<file path="src/rtl/rr_grant_arbiter8.sv">
// ----------------------------------------------------------------------------
// rr_grant_arbiter8 : 8-way round-robin arbiter with ownership hold and timeout
// Revision: 1.0
// ----------------------------------------------------------------------------
`default_nettype none

module rr_grant_arbiter8 #(
  parameter int MAX_HOLD = 16,
  parameter int CNT_W    = 5
) (
  input  logic       clk,
  input  logic       rst_n,
  input  logic [7:0] req,
  input  logic       done,
  output logic [7:0] gnt,
  output logic [2:0] gnt_id,
  output logic       gnt_valid,
  output logic       timeout
);

  localparam logic [CNT_W-1:0] HOLD_LAST = CNT_W'((MAX_HOLD == 0) ? 0 : MAX_HOLD - 1);
  localparam logic [CNT_W-1:0] CNT_MAX   = '1;

  typedef enum logic [0:0] {
    IDLE  = 1'b0,
    GRANT = 1'b1
  } state_t;

  state_t           state_q, state_d;
  logic [2:0]       ptr_q, ptr_d;
  logic [CNT_W-1:0] hold_cnt_q, hold_cnt_d;
  logic [7:0]       gnt_q, gnt_d;
  logic [2:0]       gnt_id_q, gnt_id_d;
  logic             gnt_valid_q, gnt_valid_d;
  logic             timeout_q, timeout_d;

  logic [2:0] winner;
  logic [2:0] idx;
  logic       any_req;
  logic       owner_active;
  logic       hold_expired;
  logic       release_grant;

  // Scan from the highest offset down so the lowest offset past ptr wins last.
  always_comb begin
    winner = '0;
    idx    = '0;
    for (int i = 7; i >= 0; i--) begin
      idx = ptr_q + 3'(i) + 3'd1;
      if (req[idx]) winner = idx;
    end
  end

  assign any_req       = |req;
  assign owner_active  = req[gnt_id_q];
  assign hold_expired  = (MAX_HOLD != 0) && (hold_cnt_q == HOLD_LAST);
  assign release_grant = done || !owner_active || hold_expired;

  always_comb begin
    state_d     = state_q;
    ptr_d       = ptr_q;
    hold_cnt_d  = hold_cnt_q;
    gnt_d       = gnt_q;
    gnt_id_d    = gnt_id_q;
    gnt_valid_d = gnt_valid_q;
    timeout_d   = 1'b0;

    case (state_q)
      IDLE: begin
        if (any_req) begin
          state_d     = GRANT;
          gnt_d       = 8'(1) << winner;
          gnt_id_d    = winner;
          gnt_valid_d = 1'b1;
          ptr_d       = winner;
          hold_cnt_d  = '0;
        end else begin
          gnt_d       = '0;
          gnt_id_d    = '0;
          gnt_valid_d = 1'b0;
        end
      end

      GRANT: begin
        hold_cnt_d = (hold_cnt_q == CNT_MAX) ? hold_cnt_q : hold_cnt_q + 1'b1;
        if (release_grant) begin
          // Only a pure timeout is reported; done or withdrawal wins the tie.
          timeout_d = hold_expired && !done && owner_active;
          if (any_req) begin
            gnt_d       = 8'(1) << winner;
            gnt_id_d    = winner;
            gnt_valid_d = 1'b1;
            ptr_d       = winner;
            hold_cnt_d  = '0;
          end else begin
            state_d     = IDLE;
            gnt_d       = '0;
            gnt_id_d    = '0;
            gnt_valid_d = 1'b0;
            hold_cnt_d  = '0;
          end
        end
      end

      default: state_d = IDLE;
    endcase
  end

  always_ff @(posedge clk or negedge rst_n) begin
    if (!rst_n) begin
      state_q     <= IDLE;
      ptr_q       <= 3'd7;
      hold_cnt_q  <= '0;
      gnt_q       <= '0;
      gnt_id_q    <= '0;
      gnt_valid_q <= 1'b0;
      timeout_q   <= 1'b0;
    end else begin
      state_q     <= state_d;
      ptr_q       <= ptr_d;
      hold_cnt_q  <= hold_cnt_d;
      gnt_q       <= gnt_d;
      gnt_id_q    <= gnt_id_d;
      gnt_valid_q <= gnt_valid_d;
      timeout_q   <= timeout_d;
    end
  end

  assign gnt       = gnt_q;
  assign gnt_id    = gnt_id_q;
  assign gnt_valid = gnt_valid_q;
  assign timeout   = timeout_q;

endmodule

`default_nettype wire

</file>
<file path="config.mk">
export PLATFORM = sky130hd
export DESIGN_NAME = rr_grant_arbiter8
export DESIGN_NICKNAME = d
export VERILOG_FILES = /design/src/rtl/rr_grant_arbiter8.sv
export SDC_FILE = /design/constraint.sdc
export NUM_CORES = 1
export LEC_CHECK = 0
export ABC_AREA = 0
export CAP_MARGIN = 15
export CORE_MARGIN = 5
export CORE_UTILIZATION = 50
export DETAILED_ROUTE_END_ITERATION = 8
export PLACE_DENSITY = 0.86
export SYNTH_ARGS = -nofsm -noshare
export SYNTH_HDL_FRONTEND = slang
export SYNTH_SLANG_ARGS = --single-unit
</file>
<file path="constraint.sdc">
create_clock -name clk -period 3.4 [get_ports clk]
set_input_delay 0.85 -clock clk [delete_from_list [all_inputs] [get_ports clk]]
set_output_delay 0.85 -clock clk [all_outputs]
set_load 0.02 [all_outputs]
</file>
==> impl_metrics.py <==
metrics = {
    "outcome": {
        "run_status": "finished, final reports clean",
    },
    "clocking": {
        "cts_buffers": 3,
        "clock_path_buffers": 2,
        "root_buffer": "clkbuf_8",
        "cts_setup_buffers": 0,
        "path_clk_slew_ns": 0.07,
        "tritoncts": "yes",
        "htreeDepth": 1,
        "clock_latency_ns": 0.26,
        "cts.sink_count": 22,
    },
    "critical_path": {
        "crit_type": "in -> reg",
        "worst-path-buf-inv": 2,
        "arrival_ns": 3.43,
        "cp_num_cells": 9,
        "max_stage_delay_ns": 0.45,
        "worstSetupEndpointType": "register",
        "path_max_fanout": 6,
        "required_ns": 3.55,
        "start_kind": "primary input",
        "cpMaxStageDelayCell": "mux4_2",
        "path_delay_family": "compound AO/OA/AOI/OAI gates",
        "crit_chain": "clkdlybuf4s50_1 > buf_4 > mux2_1 > mux4_2 > o32a_1 > o21ba_1 > o21ai_2 > a41oi_2 > a32o_1",
        "reg2regPathDepth": 9,
    },
    "flow_run": {
        "drv_cap": 0,
    },
    "placement": {
        "globalplace.congestion": 0.927,
        "detailed_place_hpwl_mm": 3.70,
        "placed_cell_area_sq_um": 2370,
        "portBuffers": 23,
    },
    "synthesis": {
        "synth_common_cells": "dfrtp_1 (19), nand2_1 (13), a21oi_1 (11), mux2_2 (11), mux4_2 (11)",
        "synth-seq-cells": 22,
        "syn_area_sq_um": 1920,
        "synth_top_family_by_area": "multiplexers",
        "syn-num-nets": 197,
        "synthCells": 180,
        "synth.most_common_cell": "dfrtp_1",
        "synth-edff-count": 0,
        "yosysSeqAreaShare": 0.288,
        "yosys.area.top_type": "dfrtp_1",
        "synth.avg_cell_area_sq_um": 10.7,
        "yosys-top-cells-area": "dfrtp_1 (25%), mux4_2 (13%), mux2_2 (6.4%)",
        "synth_cell_types": 57,
        "async_reset_ff_frac": 1.00,
        "synth_warnings": 0,
        "synthXorXnorAreaFrac": 0.0215,
        "synth-compound-area-share": 0.215,
        "synth_ff_type": "dfrtp_1",
        "synth-simple-area-share": 0.118,
        "synth.area.mux_share": 0.272,
        "synthAdderAreaFrac": 0.0391,
        "yosys.area.top_type_share": 0.247,
    },
    "floorplanning": {
        "die_x_microns": 72.0,
        "die_area_sq_um": 5180,
        "rows": 22,
        "initial_core_util": 0.521,
        "die_y_microns": 72.0,
        "coreArea_sq_um": 3690,
        "io_pins": 24,
    },
    "layout": {
        "n_antenna_cell": 0,
        "drive_gt1_frac": 0.310,
        "final_cell_area_sq_um": 2430,
        "nNetsFinal": 244,
        "area_delta_synth_final_pct": 26.4,
    },
    "routing": {
        "avgRoutedWirePerCell_microns": 16.9,
        "wl_mm": 4.64,
        "drt_pass1_iterations": 4,
        "drtIter0Drc": 143,
        "postRouteAntennaNets": 0,
        "routed-via-count": 1671,
        "drc": 0,
        "via_per_inst": 6.10,
    },
    "hold_path": {
        "hold_class": "reg -> reg",
        "holdPathStages": 1,
    },
    "grt": {
        "grt_max_degree": 23,
        "grt_pass1_wl_mm": 8.23,
        "grt_usage": 0.196,
        "grt_pass1_vias": 1711,
        "overflow": 0,
        "antenna_found_initial": 0,
    },
    "sta": {
        "maxSlewViolCount": 0,
        "fmax_mhz": 304,
        "min_period_ns": 3.29,
        "worst_pin_slew_ns": 0.908,
        "hold_viol": 0,
        "relSlewSlack": 0.393,
        "setup_viol": 0,
        "clock_skew_ns": 0.00561,
        "fin_crit_sh": 0.967,
        "rsz0062_at_grt": "false",
    },
}
[layout by cell type, fill, tap and decap left out, types with 2 or more instances in the layout]
cell	n
buf_4	27
clkdlybuf4s50_1	23
dfrtp_1	19
nand2_1	13
mux4_2	11
mux2_2	11
a21oi_1	10
o21ai_0	9
a32o_1	9
mux2i_1	8
nor2_1	8
inv_1	6
ha_1	5
mux2_1	4
a21o_1	4
o21ai_1	3
nor2b_1	3
clkbuf_8	3
dfstp_2	3
nor4_1	2
nand2b_1	2
a21oi_2	2
or2_2	2
nor3_1	2
o21a_1	2
[flip-flops by register name, summed over array words and instances, names as in the netlist]
| name | flops |
|---|---|
| timeout | 1 |
| ptr_q | 3 |
| gnt_valid | 1 |
| gnt | 8 |
| state_q | 1 |
| gnt_id | 3 |
| hold_cnt_q | 5 |
[what timing repair did]
action,4_1_cts,5_1_grt
hold endpoints to repair,0,0
gates resized for setup,0,3
hold buffers,0,0
setup endpoints to repair,0,14
[cells by family after synthesis]
kind of cell | count (synthesis)
AOI/OAI and AO/OA | 55
xor gates and xnor gates | 3
adders and majority gates | 6
buffers and inverters | 16
DFF | 22
muxes | 35
and+or+nand+nor | 43
[layer usage]
metal	routed length, microns	global-route usage	up-vias	part of all wire
li1	-	-	795	-
met1	2010	0.265	826	0.43
met2	2380	0.337	43	0.51
met3	192	0.0152	7	0.041
met4	66	0.0585	0	0.014
met5	0	0	-	0
[through the flow]
step / util / hold slack, ns / std cells / worst slack, ns / TNS (ns)
2_1_floorplan: - / 0.444 / 180 / 0.164 / 0
3_3_place_gp: 0.644 / 0.471 / 270 / -0.125 / -1.00
3_5_place_dp: 0.644 / 0.477 / 270 / -0.154 / -1.36
4_1_cts: 0.656 / 0.498 / 274 / 0.0729 / 0
5_1_grt: 0.658 / 0.523 / 274 / 0.00503 / 0
6_report: 0.658 / 0.496 / 274 / 0.111 / 0
[worst reg2reg max path, stage by stage, from the launching register on]
cell	delay [ns]
dfstp_2	0.54
clkinv_1	0.08
ha_2	0.47
mux2_1	0.40
mux4_2	0.45
o32a_1	0.34
o21ba_1	0.19
o21ai_2	0.15
a41oi_2	0.21
a32o_1	0.30
[final timing paths]
check                           startpoint            end  slack, ns
worst max-delay path                req[5]         gnt[1]       0.11
worst min-delay path                gnt[5]         gnt[5]       0.50
worst max register to register    ptr_q[1]         gnt[1]       0.15
worst min register to register      gnt[5]         gnt[5]       0.50
max in group asynchronous            rst_n        state_q       1.74
min in group asynchronous            rst_n  hold_cnt_q[1]       1.10
[layout make-up]
| cell class | count | area (sq um) |
|---|---|---|
| inverter | 7 | 26.3 |
| fill | 299 | 1260 |
| timing repair buffer | 51 | 453 |
| clock buffer | 4 | 45.0 |
| tap | 48 | 60.1 |
| sequential | 22 | 554 |
| multi-input combinational | 142 | 1290 |
Power is not shown: default switching activity piles up to over one toggle a cycle in this logic, so the estimate is an artifact.
